<file path="src/rtl/hazard_forward_unit_pkg.sv">
// Shared encodings and tag-stage types for the EX operand forwarding / load-use stall logic.
// The datapath operand muxes decode fwd_*_sel with the same FWD_* constants.
package hazard_forward_unit_pkg;

  localparam int unsigned REG_W   = 5;
  localparam int unsigned NUM_OPS = 2;   // rs, rt

  localparam logic [1:0]       FWD_RF   = 2'b00;
  localparam logic [1:0]       FWD_MEM  = 2'b01;
  localparam logic [1:0]       FWD_WB   = 2'b10;
  localparam logic [REG_W-1:0] REG_ZERO = 5'd0;

  typedef struct packed {
    logic [REG_W-1:0] rs;
    logic [REG_W-1:0] rt;
    logic             use_rs;
    logic             use_rt;
    logic [REG_W-1:0] dst;
    logic             we;
    logic             load;
  } ex_tag_t;

  typedef struct packed {
    logic [REG_W-1:0] dst;
    logic             we;
    logic             load;
  } mem_tag_t;

  typedef struct packed {
    logic [REG_W-1:0] dst;
    logic             we;
  } wb_tag_t;

  // A read of src is satisfied by a producer writing dst; $0 never matches.
  function automatic logic reg_hit(input logic [REG_W-1:0] src, input logic rd,
                                   input logic [REG_W-1:0] dst, input logic we);
    return rd & we & (dst != REG_ZERO) & (src == dst);
  endfunction

endpackage

</file>
<file path="src/rtl/hazard_forward_unit_fwd_sel_cmp.sv">
// Per-operand forward select: MEM result beats WB data beats the register file.
module fwd_sel_cmp
  import hazard_forward_unit_pkg::*;
(
  input  logic [REG_W-1:0] ex_reg,
  input  logic             ex_use,
  input  logic [REG_W-1:0] mem_dst,
  input  logic             mem_we,
  input  logic [REG_W-1:0] wb_dst,
  input  logic             wb_we,
  output logic [1:0]       sel
);

  always_comb begin
    sel = FWD_RF;
    if (reg_hit(ex_reg, ex_use, mem_dst, mem_we))
      sel = FWD_MEM;
    else if (reg_hit(ex_reg, ex_use, wb_dst, wb_we))
      sel = FWD_WB;
  end

endmodule

</file>
<file path="src/rtl/hazard_forward_unit.sv">
// Shadow register tags for EX/MEM/WB, EX operand forward selects and the load-use stall.
// Same-cycle WB->ID bypass is left to the register file's write-through.
module hazard_forward_unit
  import hazard_forward_unit_pkg::*;
(
  input  logic             clk,
  input  logic             reset,
  input  logic             id_valid,
  input  logic [REG_W-1:0] id_rs,
  input  logic [REG_W-1:0] id_rt,
  input  logic             id_use_rs,
  input  logic             id_use_rt,
  input  logic [REG_W-1:0] id_dst,
  input  logic             id_we,
  input  logic             id_load,
  output logic [1:0]       fwd_rs_sel,
  output logic [1:0]       fwd_rt_sel,
  output logic             stall
);

  ex_tag_t  ex_q;
  mem_tag_t mem_q;
  wb_tag_t  wb_q;

  // A load still in EX has no data yet for an ID consumer: hold ID one cycle.
  assign stall = id_valid & ex_q.load &
                 (reg_hit(id_rs, id_use_rs, ex_q.dst, ex_q.we) |
                  reg_hit(id_rt, id_use_rt, ex_q.dst, ex_q.we));

  always_ff @(posedge clk) begin
    if (reset) begin
      ex_q  <= '0;
      mem_q <= '0;
      wb_q  <= '0;
    end else begin
      mem_q <= '{dst: ex_q.dst, we: ex_q.we, load: ex_q.load};
      wb_q  <= '{dst: mem_q.dst, we: mem_q.we};
      if (stall)
        ex_q <= '0;
      else
        ex_q <= '{rs: id_rs, rt: id_rt, use_rs: id_use_rs, use_rt: id_use_rt,
                  dst: id_dst, we: id_we & id_valid, load: id_load};
    end
  end

  // MEM load flag rides along for the datapath; nothing here consumes it.
  logic mem_load_unused;
  assign mem_load_unused = mem_q.load;

  logic [NUM_OPS-1:0][REG_W-1:0] ex_regs;
  logic [NUM_OPS-1:0]            ex_uses;
  logic [NUM_OPS-1:0][1:0]       sels;

  assign ex_regs = {ex_q.rt, ex_q.rs};
  assign ex_uses = {ex_q.use_rt, ex_q.use_rs};

  genvar g;
  generate
    for (g = 0; g < NUM_OPS; g++) begin : g_op
      fwd_sel_cmp u_cmp (
        .ex_reg  (ex_regs[g]),
        .ex_use  (ex_uses[g]),
        .mem_dst (mem_q.dst),
        .mem_we  (mem_q.we),
        .wb_dst  (wb_q.dst),
        .wb_we   (wb_q.we),
        .sel     (sels[g])
      );
    end
  endgenerate

  assign fwd_rs_sel = sels[0];
  assign fwd_rt_sel = sels[1];

endmodule

</file>
<file path="config.mk">
export PLATFORM = sky130hd
export DESIGN_NAME = hazard_forward_unit
export DESIGN_NICKNAME = d
export VERILOG_FILES = /design/src/rtl/hazard_forward_unit_pkg.sv /design/src/rtl/hazard_forward_unit_fwd_sel_cmp.sv /design/src/rtl/hazard_forward_unit.sv
export SDC_FILE = /design/constraint.sdc
export NUM_CORES = 1
export LEC_CHECK = 0
export CAP_MARGIN = 15
export CORE_UTILIZATION = 50
export CTS_CLUSTER_DIAMETER = 50
export DETAILED_ROUTE_END_ITERATION = 8
export PLACE_DENSITY = 0.75
export SYNTH_ARGS = -nofsm -noshare
export SYNTH_HDL_FRONTEND = slang
export SYNTH_SLANG_ARGS = --single-unit
</file>
<file path="constraint.sdc">
create_clock -name clk -period 2 [get_ports clk]
set_input_delay 0.5 -clock clk [delete_from_list [all_inputs] [get_ports clk]]
set_output_delay 0.5 -clock clk [all_outputs]
set_load 0.02 [all_outputs]
</file>
==> results.sh <==
export IMPL_relSlewSlack=0.8256
export IMPL_synth_cells=142
export IMPL_initial_core_util=0.5362
export IMPL_synth_cell_types=22
export IMPL_dieArea_um2=2917
export IMPL_numCtsBuffers=5
export IMPL_dpl_hpwl_um=2171
export IMPL_clock_path_buffers=2
export IMPL_timing_hold_ws_ns=0.5147
export IMPL_period_share=1.126
export IMPL_seqCellArea_um2=629.4
export IMPL_gp_congestion=0.7680
export IMPL_setup_violations=5
export IMPL_die_y_um=54.01
export IMPL_grtUsageTotal=0.2743
export IMPL_yosysSeqAreaShare=0.4588
export IMPL_row_count=18
export IMPL_tns_ns=-1.022
export IMPL_drt_wl_total_um=3255
export IMPL_ant_nets=0
export IMPL_diodes=0
export IMPL_max_freq_mhz=443.9
export IMPL_cts_root_buf="clkbuf_4"
export IMPL_syn_num_nets=164
export IMPL_violations="setup timing"
export IMPL_clk_pin_slew_ns=0.11
export IMPL_drt_wirelength_per_cell_um=14.66
export IMPL_dr_pass1_iters=3
export IMPL_cap_viol_max_count=0
export IMPL_netSwitchingPower_mw=0.3163
export IMPL_drc=0
export IMPL_antenna_found_initial=0
export IMPL_dp_cells=208
export IMPL_leakagePower_nw=0.7949
export IMPL_clkPwrFrac=0.375
export IMPL_p_total_mw=1.365
export IMPL_cts_tree="yes"
export IMPL_cts_sinks=31
export IMPL_pin_count=27
export IMPL_synth_seq_cells=31
export IMPL_synth_warnings=0
export IMPL_gr_total_overflow=0
export IMPL_slew_viol_final=0
export IMPL_rsz0062_at_grt="yes"
export IMPL_hold_class="flip-flop to flip-flop"
export IMPL_ir_drop_mv=0.7975
export IMPL_powerDensity_nw_per_um2=712.8
export IMPL_finalClockSkew_ns=0.01691
export IMPL_worstMarginPinSlew_ns=0.2615
export IMPL_final_min_clock_period_ns=2.253
export IMPL_io_buffer_count=26
export IMPL_fin_ws_ns=-0.2529
export IMPL_grt_max_degree=32
export IMPL_vias=1157
export IMPL_first_global_vias=1207
export IMPL_p_int_mw=1.049
export IMPL_p_sw_frac=0.2317
export IMPL_end_kind="output pin"
export IMPL_final_cell_mix="dfxtp_1 (26), buf_4 (26), xnor2_1 (21)"
export IMPL_nNetsFinal=213
export IMPL_multi_input_area_um2=747.0
export IMPL_pwr_share_comb=0.135
export IMPL_die_w_um=54.01
export IMPL_hold_viol_final=0
export IMPL_synthesis_area_um2=1353
export IMPL_detail_route_iter0_violations=14
export IMPL_cts_htree_levels=2
export IMPL_fillCellCount=179
export IMPL_stdcell_count=222
export IMPL_fin_util=0.7594
export IMPL_crit_path_start_kind="flip-flop"
export IMPL_drive_gt1_frac=0.2656
export IMPL_clk_latency_ns=0.34
export IMPL_arrival_ns=1.75
export IMPL_coreArea_um2=2522
export IMPL_cp_max_fo=2
export IMPL_syn_avg_cell_area_um2=9.525
export IMPL_status="finished, violations left"
export IMPL_area_growth_pct=41.63
export IMPL_crit_type="flip-flop to output pin"
export IMPL_grt_pass1_wl_um=5437
export IMPL_vias_per_cell=5.212
export IMPL_power_frac_seq=0.491
export IMPL_cp_data_required_time_ns=1.50
path summary, 6_finish.rpt:
kind / start / endpoint / slack (ns) / cells past startpoint
max: mem_q[3] / fwd_rs_sel[1] / -0.25 / 5
min: ex_q[5] / mem_q[5] / 0.51 / 1
max reg2reg: ex_q[5] / ex_q[7] / 0.13 / 10
min reg2reg: ex_q[5] / mem_q[5] / 0.51 / 1
cell usage after synthesis:
master | n | area share
dfxtp_1 | 31 | 0.46
xnor2_1 | 22 | 0.14
a21oi_1 | 18 | 0.067
nand2b_1 | 18 | 0.083
nor2b_1 | 12 | 0.056
xor2_1 | 8 | 0.052
clkbuf_1 | 4 | 0.011
nand3_1 | 4 | 0.015
nand4_1 | 4 | 0.018
nor3_1 | 4 | 0.015
nand2_1 | 3 | 0.0083
buf_2 | 2 | 0.0074
nor4_1 | 2 | 0.0092
or4_1 | 2 | 0.011
a211oi_2 | 1 | 0.0092
and2_1 | 1 | 0.0046
buf_6 | 1 | 0.0083
o21ai_0 | 1 | 0.0037
o21ai_1 | 1 | 0.0037
o22ai_1 | 1 | 0.0046
o311a_1 | 1 | 0.0074
or3_1 | 1 | 0.0046
power by group through the flow:
stage                     Combinational, mW  Clock (mW)  Sequential [mW]
after detailed placement              0.176           0            0.683
after CTS                             0.178       0.517            0.670
final                                 0.184       0.511            0.670
after floorplan                      0.0933           0            0.680
after global routing                  0.201       0.548            0.674
after global placement                0.170           0            0.682
state kept, by name, indices dropped and copies added (netlist names):
name	flops
wb_q	6
ex_q	19
mem_q	6
worst max-delay path: stages (launching register included):
cell     delay, ns
dfxtp_2       0.33
or4_4         0.55
o21ai_4       0.17
nor3_2        0.08
nor3_2        0.14
buf_4         0.16
cells by family (layout without fill, tap and decap cells):
logic type	after synthesis	in the layout	synth area share
AO/OA/AOI/OAI	23	23	0.09528
XOR/XNOR	30	30	0.1943
buffers and inverters	7	57	0.02682
flip-flops	31	31	0.4588
AND/OR/NAND/NOR	51	51	0.2248
repair_timing:
item                       in CTS  in global routing
resized for setup              48                  4
gates cloned                    0                  0
setup buffers                   7                  1
setup endpoints to repair       5                 24
hold buffers                    0                  0
pin swaps                       9                  4
layout make-up:
class,instances,share of cell area
Multi-Input combinational cell,104,0.3899
Clock inverter,2,0.01829
Sequential cell,31,0.3285
Tap cell,30,0.01960
Clock buffer,6,0.02678
Timing Repair Buffer,49,0.2169
per-stage QoR:
step           cell area (um2)  setup WS [ns]
5_1_grt                   1916        -0.3342
2_1_floorplan             1363       -0.01075
6_report                  1916        -0.2529
3_5_place_dp              1752        -0.7428
4_1_cts                   1913        -0.2736
3_3_place_gp              1752        -0.7212
routing by layer:
metal | vias to the layer above | routed length [um] | track usage | share of wire
met1 | 534 | 1210 | 0.2671 | 0.37
met5 | - | 0 | 0 | 0
li1 | 577 | - | - | -
met4 | 0 | 144 | 0.1709 | 0.044
met2 | 33 | 1772 | 0.5103 | 0.54
met3 | 13 | 128 | 0.06780 | 0.039
Power figures use the tool's default switching activity.
==> RTL edit (config.mk and constraints unchanged) <==
`REG_W`: 5 -> 10.
--- a/src/rtl/hazard_forward_unit_pkg.sv
+++ b/src/rtl/hazard_forward_unit_pkg.sv
@@ -2,7 +2,7 @@
 // The datapath operand muxes decode fwd_*_sel with the same FWD_* constants.
 package hazard_forward_unit_pkg;
 
-  localparam int unsigned REG_W   = 5;
+  localparam int unsigned REG_W   = 10;
   localparam int unsigned NUM_OPS = 2;   // rs, rt
 
   localparam logic [1:0]       FWD_RF   = 2'b00;
Interface: changed (resized id_dst, id_rs and id_rt); port bits go from 27 to 42. No check against the original RTL was run, so the function may have changed too.
==> RTL edit against the unedited design <==
The flow still finishes with violations (negative setup slack). Total power increased by 58%. Final area is 70% higher. Wire length up 60%. Sequential share of layout area is 2.0 points higher. Area after synthesis is 71% higher. Sequential cell count increased by 25. Cell count is 59% higher. Die area grew 68%. Count of clock-buffer cells in the layout decreased by 1. Register-to-register slack improved by 90 ps. Worst setup slack worse by 240 ps. Largest cell class unchanged.
==> RTL edit: results <==
metrics = {
    "grt": {
        "grt_pass1_wl_um": 8694,
        "grt_max_degree": 57,
        "grt_use_total": 0.2309,
    },
    "drt": {
        "first_pass_iters": 4,
        "wire_per_inst_um": 14.76,
        "dr_total_vias": 1780,
        "drt_iter0_drc": 57,
    },
    "placement": {
        "place_inst": 340,
        "place_congestion": 0.8441,
        "pre_cts_ws_ps": -922.1,
        "portBuffers": 41,
        "dp_hpwl_um": 3855,
    },
    "cts": {
        "clockRootBuffer": "clkbuf_8",
        "clock_latency_ps": 300,
        "ctsHtreeMaxLevel": 2,
    },
    "timing": {
        "fin_skew_ps": 5.400,
        "worst_pin_slew_ps": 354.3,
        "fin_setup_tns_ps": -1853,
        "setup-violations-final": 5,
        "layout_setup_ws_ps": -488.2,
    },
    "worst_setup_path": {
        "regToRegEndpoint": "ex_q[23]",
        "worstPathArrival_ps": 1990,
        "crit_end": "fwd_rt_sel[1]",
        "crit_path_start": "mem_q[4]",
        "reg2regPathDepth": 7,
        "cp_slowest_cell": "or4_4",
        "r2r-start": "ex_q[3]",
        "cp_slowest_stage_delay_ps": 540,
        "reg2reg_slack_ps": 220,
    },
    "logic_synthesis": {
        "synthCells": 220,
        "yosysSeqAreaShare": 0.4835,
        "synthTopCellsByCount": "56 x dfxtp_1, 33 x nor3b_1, 32 x xnor2_1, 28 x xor2_1, 22 x nor2b_1",
        "synth.area.top_cells": "dfxtp_1 48%, xnor2_1 12%, nor3b_1 11%",
        "synth.distinct_cells": 17,
        "synth_fp_nets": 257,
        "synth_top_area_share": 0.4835,
    },
    "final_layout": {
        "drive_above_1_share": 0.2567,
        "layoutNonFillerInstCount": 352,
        "reg.largest.list": "ex_q (34), mem_q (11), wb_q (11)",
    },
    "power_and_ir_drop": {
        "peakVddDrop_mv": 0.5447,
        "leakage_nw": 1.310,
    },
    "hold_path": {
        "hold_class": "reg2reg",
    },
    "status": {
        "status": "finished with violations",
        "violations": "negative setup slack",
    },
}
==> RTL edit: cell types whose count changed in the layout (fill, tap and decap cells not counted), sizes merged, moves of 10 or more <==
cell,unedited run,this run
xor2,8,28
nor4,2,12
nor3b,0,33
xnor2,22,32
a21oi,18,1
nand2b,18,0
nor2b,12,22
buf,28,47
dfxtp,31,56
==> RTL edit: cell type report <==
class                      instances  area (µm²)
clock inverter                     3       22.52
fill                             326        1157
timing repair buffer              81       688.2
clock buffer                       5       68.82
multi-input combinational        155        1279
sequential                        56        1134
tap                               52       65.06
==> RTL edit: repair_timing <==
action                     CTS  global route
pin swaps                   13            10
resized for setup           63             8
setup endpoints to repair   39             5
setup buffers                2             2
hold endpoints to repair     0             0
==> RTL edit: cell families after synthesis <==
| logic type | share of synthesized area |
|---|---|
| AND/OR/NAND/NOR | 0.2590 |
| flip-flops | 0.4835 |
| AO/OA/AOI/OAI | 0.01457 |
| XOR/XNOR | 0.2267 |
| buffers and inverters | 0.01619 |
==> RTL edit: how the worst min path moves through the flow <==
stage / start / to / slack [ps] / cells after the start
finish: ex_q[1] / mem_q[1] / 490 / 1
global route: id_rs[1] / ex_q[25] / 480 / 2
CTS: ex_q[1] / mem_q[1] / 480 / 1
detailed placement: ex_q[1] / mem_q[1] / 470 / 1
global placement: ex_q[1] / mem_q[1] / 470 / 1
floorplan: ex_q[1] / mem_q[1] / 460 / 1
==> RTL edit: worst max-delay path, delay by kind of cell (launching register included) <==
family / cells / cell delay (ps)
buffers and inverters: 2 / 350
AOI/OAI and AO/OA: 1 / 280
DFF: 1 / 330
and+or+nand+nor: 3 / 710
==> RTL edit: report_power, final <==
part / total (W) / internal [W] / switching (W)
registers: 0.00121 / 0.00117 / 0.0000472
clock network: 0.000608 / 0.000251 / 0.000357
logic: 0.000330 / 0.000196 / 0.000135
==> RTL edit: layer usage <==
| metal | vias up | global-route usage | wire (µm) |
|---|---|---|---|
| met2 | 46 | 0.3910 | 2575 |
| li1 | 911 | - | - |
| met1 | 812 | 0.2914 | 2361 |
| met4 | 0 | 0.08222 | 107 |
| met5 | - | 0 | 0 |
| met3 | 11 | 0.04618 | 153 |
==> RTL edit: metrics by stage <==
step	instance area [µm²]	util
2_1_floorplan	2405	-
3_3_place_gp	3118	0.7063
3_5_place_dp	3118	0.7063
4_1_cts	3218	0.7290
5_1_grt	3257	0.7378
6_report	3257	0.7378
